$ cat src/rtl/vmicro16_id_ex.sv
// vmicro16 ID/EX pipeline stage: combinational regfile addressing and opcode
// decode, plus the ID/EX register bank with stall (hold) and branch flush.
module vmicro16_id_ex (
  input  logic        clk,
  input  logic        reset,
  input  logic [15:0] ifid_pc,
  input  logic [15:0] ifid_instr,
  input  logic        ifid_valid,
  output logic [2:0]  reg_rs1,
  output logic [2:0]  reg_rs2,
  input  logic [15:0] reg_rd1,
  input  logic [15:0] reg_rd2,
  input  logic        stall,
  input  logic        jmping,
  output logic [15:0] idex_pc,
  output logic [15:0] idex_instr,
  output logic [15:0] idex_rd1,
  output logic [15:0] idex_rd2,
  output logic [15:0] idex_rd3,
  output logic [2:0]  idex_rs1,
  output logic [2:0]  idex_rs2,
  output logic        idex_has_br,
  output logic        idex_has_we,
  output logic        idex_has_mem,
  output logic        idex_has_mem_we,
  output logic        idex_valid,
  output logic [4:0]  exme_op
);

  typedef enum logic [4:0] {
    OP_NOP  = 5'h00,
    OP_LW   = 5'h01,
    OP_SW   = 5'h02,
    OP_MOV  = 5'h03,
    OP_MOVI = 5'h04,
    OP_ALU  = 5'h05,
    OP_ADDI = 5'h06,
    OP_CMP  = 5'h07,
    OP_BR   = 5'h08
  } opcode_e;

  typedef struct packed {
    logic br;
    logic we;
    logic mem;
    logic mem_we;
  } flags_t;

  logic [4:0]  w_op;
  logic [15:0] w_sext8;
  logic [15:0] w_sext5;
  logic [15:0] w_zext8;
  logic [15:0] w_zext5;
  logic [15:0] w_rd3;
  flags_t      w_flags;
  flags_t      w_flags_valid;
  flags_t      r_flags;

  assign w_op    = ifid_instr[15:11];
  assign reg_rs1 = ifid_instr[10:8];
  assign reg_rs2 = ifid_instr[7:5];

  assign w_sext8 = {{8{ifid_instr[7]}}, ifid_instr[7:0]};
  assign w_sext5 = {{11{ifid_instr[4]}}, ifid_instr[4:0]};
  assign w_zext8 = {8'h00, ifid_instr[7:0]};
  assign w_zext5 = {11'h000, ifid_instr[4:0]};

  // NOTE: every always_comb output gets a default first so no path leaves it
  // unassigned, which would otherwise infer a latch.
  always_comb begin
    w_flags = '0;
    w_rd3   = w_sext8;
    case (opcode_e'(w_op))
      OP_LW: begin
        w_flags.we  = 1'b1;
        w_flags.mem = 1'b1;
        w_rd3       = w_sext5;
      end
      OP_SW: begin
        w_flags.mem    = 1'b1;
        w_flags.mem_we = 1'b1;
        w_rd3          = w_sext5;
      end
      OP_MOV, OP_MOVI, OP_ADDI: w_flags.we = 1'b1;
      OP_ALU: begin
        w_flags.we = 1'b1;
        w_rd3      = w_zext5;
      end
      OP_BR: begin
        w_flags.br = 1'b1;
        w_rd3      = w_zext8;
      end
      default: ;
    endcase
  end

  // A bubble in IF/ID must never carry side effects into EX.
  assign w_flags_valid = ifid_valid ? w_flags : '0;

  // NOTE: sequential state uses non-blocking assignments so every register
  // samples pre-edge values regardless of statement order.
  always_ff @(posedge clk or negedge reset) begin
    if (!reset) begin
      idex_pc    <= '0;
      idex_instr <= '0;
      idex_rd1   <= '0;
      idex_rd2   <= '0;
      idex_rd3   <= '0;
      idex_rs1   <= '0;
      idex_rs2   <= '0;
      r_flags    <= '0;
      idex_valid <= 1'b0;
    end else if (jmping || !stall) begin
      // Flush overrides stall: datapath loads, but the slot becomes a bubble.
      idex_pc    <= ifid_pc;
      idex_rd1   <= reg_rd1;
      idex_rd2   <= reg_rd2;
      idex_rd3   <= w_rd3;
      idex_rs1   <= reg_rs1;
      idex_rs2   <= reg_rs2;
      idex_instr <= jmping ? 16'h0000 : ifid_instr;
      r_flags    <= jmping ? flags_t'('0) : w_flags_valid;
      idex_valid <= jmping ? 1'b0 : ifid_valid;
    end
  end

  assign idex_has_br     = r_flags.br;
  assign idex_has_we     = r_flags.we;
  assign idex_has_mem    = r_flags.mem;
  assign idex_has_mem_we = r_flags.mem_we;
  assign exme_op         = idex_instr[15:11];

endmodule

$ cat config.mk
export PLATFORM = sky130hd
export DESIGN_NAME = vmicro16_id_ex
export DESIGN_NICKNAME = d
export VERILOG_FILES = /design/src/rtl/vmicro16_id_ex.sv
export SDC_FILE = /design/constraint.sdc
export NUM_CORES = 1
export LEC_CHECK = 0
export CORE_MARGIN = 2
export CORE_UTILIZATION = 44
export CTS_CLUSTER_DIAMETER = 80
export DETAILED_ROUTE_END_ITERATION = 8
export PLACE_DENSITY = 0.86
export REMOVE_ABC_BUFFERS = 1
export SLEW_MARGIN = 5
export SYNTH_ARGS = -nofsm -noshare
export SYNTH_HDL_FRONTEND = slang
export SYNTH_SLANG_ARGS = --single-unit
$ cat constraint.sdc
create_clock -name clk -period 2.15 [get_ports clk]
set_input_delay 0.43 -clock clk [delete_from_list [all_inputs] [get_ports clk]]
set_output_delay 0.43 -clock clk [all_outputs]
set_load 0.1 [all_outputs]
==> results by group <==
Placed design
  • Placed cells: roughly 610
  • PortBufs: 170
  • Routability cong.: roughly 0.80
  • DP Wirelength: around 6400 um

Floorplanning
  • Overall die width: ~93 um
  • Cell row count: 32
  • Core area: 7730 um^2
  • Die Area: between 8000 and 9000 um^2
  • Die height: around 93 um
  • Initial Util: 0.453
  • IO Pins: 171

Yosys
  • Top post-synthesis cells by count: nand2_1 (179), dfrtp_1 (84), nor2_1 (23)
  • Compound-Gate Fraction of Synth Area: 0.0315
  • Asr flop ratio synth: 1.00
  • Main combinational cell family by area after synthesis: simple AND/OR/NAND/NOR gates
  • Post-Synth Adder-Cell Area: 0
  • Multiplexer share of the synthesized area: 0.0458
  • Count leader, synth: nand2_1
  • Post-synthesis sequential area ratio: 0.601
  • Ys Warns: 0
  • Synthesized cell area: ~3500 um^2
  • Post-Synth XOR/XNOR Area: 0.00501
  • Synth Flop Type: dfrtp_1
  • Cells after Synth: ~370
  • Area leader, netlist: dfrtp_1
  • Synth unique cells: 30
  • Simple-gate share of the synthesized area: 0.248
  • Synth area leaders: dfrtp_1 (60%), nand2_1 (19%), mux2i_1 (4.6%)
  • Post-synth top area share: 0.601
  • Flops & latches, synth: 84
  • Syn_area_per_cell: ~9.4 um^2
  • Post-synth EDFFs: 0

Clock network
  • CTS Root Cell: clkbuf_8
  • # clock sinks: 84
  • Clock Tree Buf Depth: 2
  • Post-CTS setup buffers: 0
  • Register clock-pin slew on the reported worst setup and hold paths: about 0.090 ns
  • Clock Latency Late Sink: 0.34 ns
  • Hold buffers post-CTS: 0
  • CTS tree: built
  • H-tree depth: 3
  • CTS Buf Count: 9
  • Resize count post-CTS: 0

Drt
  • Wire per inst: between 10 and 15 um
  • Final wirelength: 8880 um
  • Drt pass-1 iters: 4
  • DRT iter0 DRCs: between 100 and 150
  • Routed vias: 2987
  • DRC Markers: 0
  • Routed Antenna Nets: 0
  • Post-DR vias/cell: about 4.8

Global routing
  • GR Overflow Total: 0
  • Initial antenna violation count: 0
  • Pin count of the biggest net entering global routing: 44
  • Vias in the first global route: between 2000 and 3000
  • First-pass GRT wire length: 14300 um
  • GRT Total Usage: 0.210

STA
  • Setup TNS Final: 0 ns
  • Fmax: between 500 and 600 MHz
  • Final hold viol count: 0
  • Clk_skew: 0 ns
  • # setup viols final: 0
  • Final period utilization: 0.803
  • Fin. max-slew vios: 0
  • Worst slew pin tran: ~0.55 ns
  • Slew HR: 0.633
  • RSZ-0062 raised after global routing: no
  • Min Tclk post-route: roughly 1.7 ns

Critical path
  • Peak per-stage delay on the critical path: between 0.6 and 0.7 ns
  • Worst path bufs/invs: 2
  • Worst-path maximum fanout: 6
  • R2R Path Start: idex_rd3[14]
  • CP top delay family: buffers and inverters
  • Slowest cell on the critical path: clkdlybuf4s50_1
  • Reg2reg setup slack: roughly 1.4 ns
  • Terminus of the critical flop-to-flop path: idex_rd3[14]
  • CP required: 1.72 ns
  • Startpoint types: input pin
  • CP Class: input pin to output pin
  • Path depth of the worst reg2reg path: 2
  • CP Data Arrival Time: between 1 and 1.5 ns
  • Worst setup EP type: output pin
  • Crit-path cells: clkdlybuf4s50_1, buf_12

Min path
  • Hold Crit Class: input pin to async pin

Pwr
  • Clock power frac: 0.243
  • Static Leak: approximately 2.7 nW
  • Seq pwr share: 0.380
  • PwrDens: between 800 and 900 nW/um^2
  • Cell-internal power: about 2.6 mW
  • Max VDD drop: 0.406 mV
  • Net Sw Frac: 0.433
  • Comb power frac: 0.377
  • NetSw: 2.01 mW

Final layout
  • ANT cells: 0
  • Syn-to-layout area delta: 49.2%
  • Post-Layout Cell Count: about 630
  • Finished Core Util: 0.675
  • Layout cell share with drive strength beyond 1: 0.255
  • # fillers: 629
  • NumNets Final: 590

Run
  • Max-cap violations: 0

Outcome
  • Status: completed
cell families (layout without fill, tap and decap cells):
group,after synthesis,in the layout
AO/OA/AOI/OAI,14,14
AND/OR/NAND/NOR,216,216
flip-flops,84,84
XOR/XNOR,2,2
buffers and inverters,39,194
multiplexers,16,16
power by group through the flow:
stage / Clock [mW] / Combinational, mW / Sequential [mW]
6_report: 1.13 / 1.76 / 1.77
5_1_grt: 1.24 / 1.82 / 1.78
4_1_cts: 1.16 / 1.77 / 1.77
3_5_place_dp: 0 / 1.76 / 1.80
3_3_place_gp: 0 / 1.75 / 1.79
2_1_floorplan: 0 / 0.164 / 2.82
flip-flops by register name (all words and copies together), names as in the netlist, 3 cells and up:
name,flops
idex_instr,16
idex_pc,16
idex_rd1,16
idex_rd2,16
idex_rd3,9
idex_rs1,3
idex_rs2,3
routing by layer:
layer / wire length [um] / vias to the layer above / GRT usage
li1: - / 1441 / -
met1: 3850 / 1425 / 0.269
met2: 4330 / 110 / 0.351
met3: 597 / 11 / 0.0500
met4: 113 / 0 / 0.0686
met5: 0 / - / 0
per-stage QoR:
step	hold WS, ns	power (mW)	setup slack [ns]	area, um^2
6_report	0.0592	4.65	0.424	5220
3_3_place_gp	0.446	3.54	0.302	5020
5_1_grt	0.0803	4.84	0.409	5220
4_1_cts	0.0703	4.69	0.431	5220
2_1_floorplan	0.134	2.98	-3.54	3260
3_5_place_dp	0.454	3.56	0.267	5020
area by class of cell:
class / instances / area [um^2] / area share
well taps: 102 / 128 / 0.0245
inverters: 1 / 3.75 / 0.000719
clock inverters: 7 / 75.1 / 0.0144
clock buffers: 9 / 124 / 0.0237
repair buffers: 177 / 1620 / 0.311
multi-input cells: 248 / 1160 / 0.223
flip-flops and latches: 84 / 2100 / 0.403
worst max path at each step:
stage | end | cells after the start | slack (ns) | start
finish | reg_rs2[2] | 2 | 0.42 | ifid_instr[7]
detailed placement | idex_rd3[14] | 4 | 0.27 | ifid_instr[12]
floorplan | idex_rd3[14] | 2 | -3.54 | idex_rd3[14]
global route | reg_rs2[0] | 2 | 0.41 | ifid_instr[5]
global placement | idex_rd3[14] | 4 | 0.30 | ifid_instr[12]
CTS | reg_rs2[2] | 2 | 0.43 | ifid_instr[7]
placed cells by master, fill, tap and decap left out, drive strengths merged, types with 9 or more instances in the layout:
cell / netlist / layout
mux2i: 16 / 16
buf: 32 / 110
clkdlybuf4s50: 0 / 67
nor2: 23 / 23
nand2: 179 / 179
dfrtp: 84 / 84
clkbuf: 6 / 9
(Power assumes the default switching activity.)
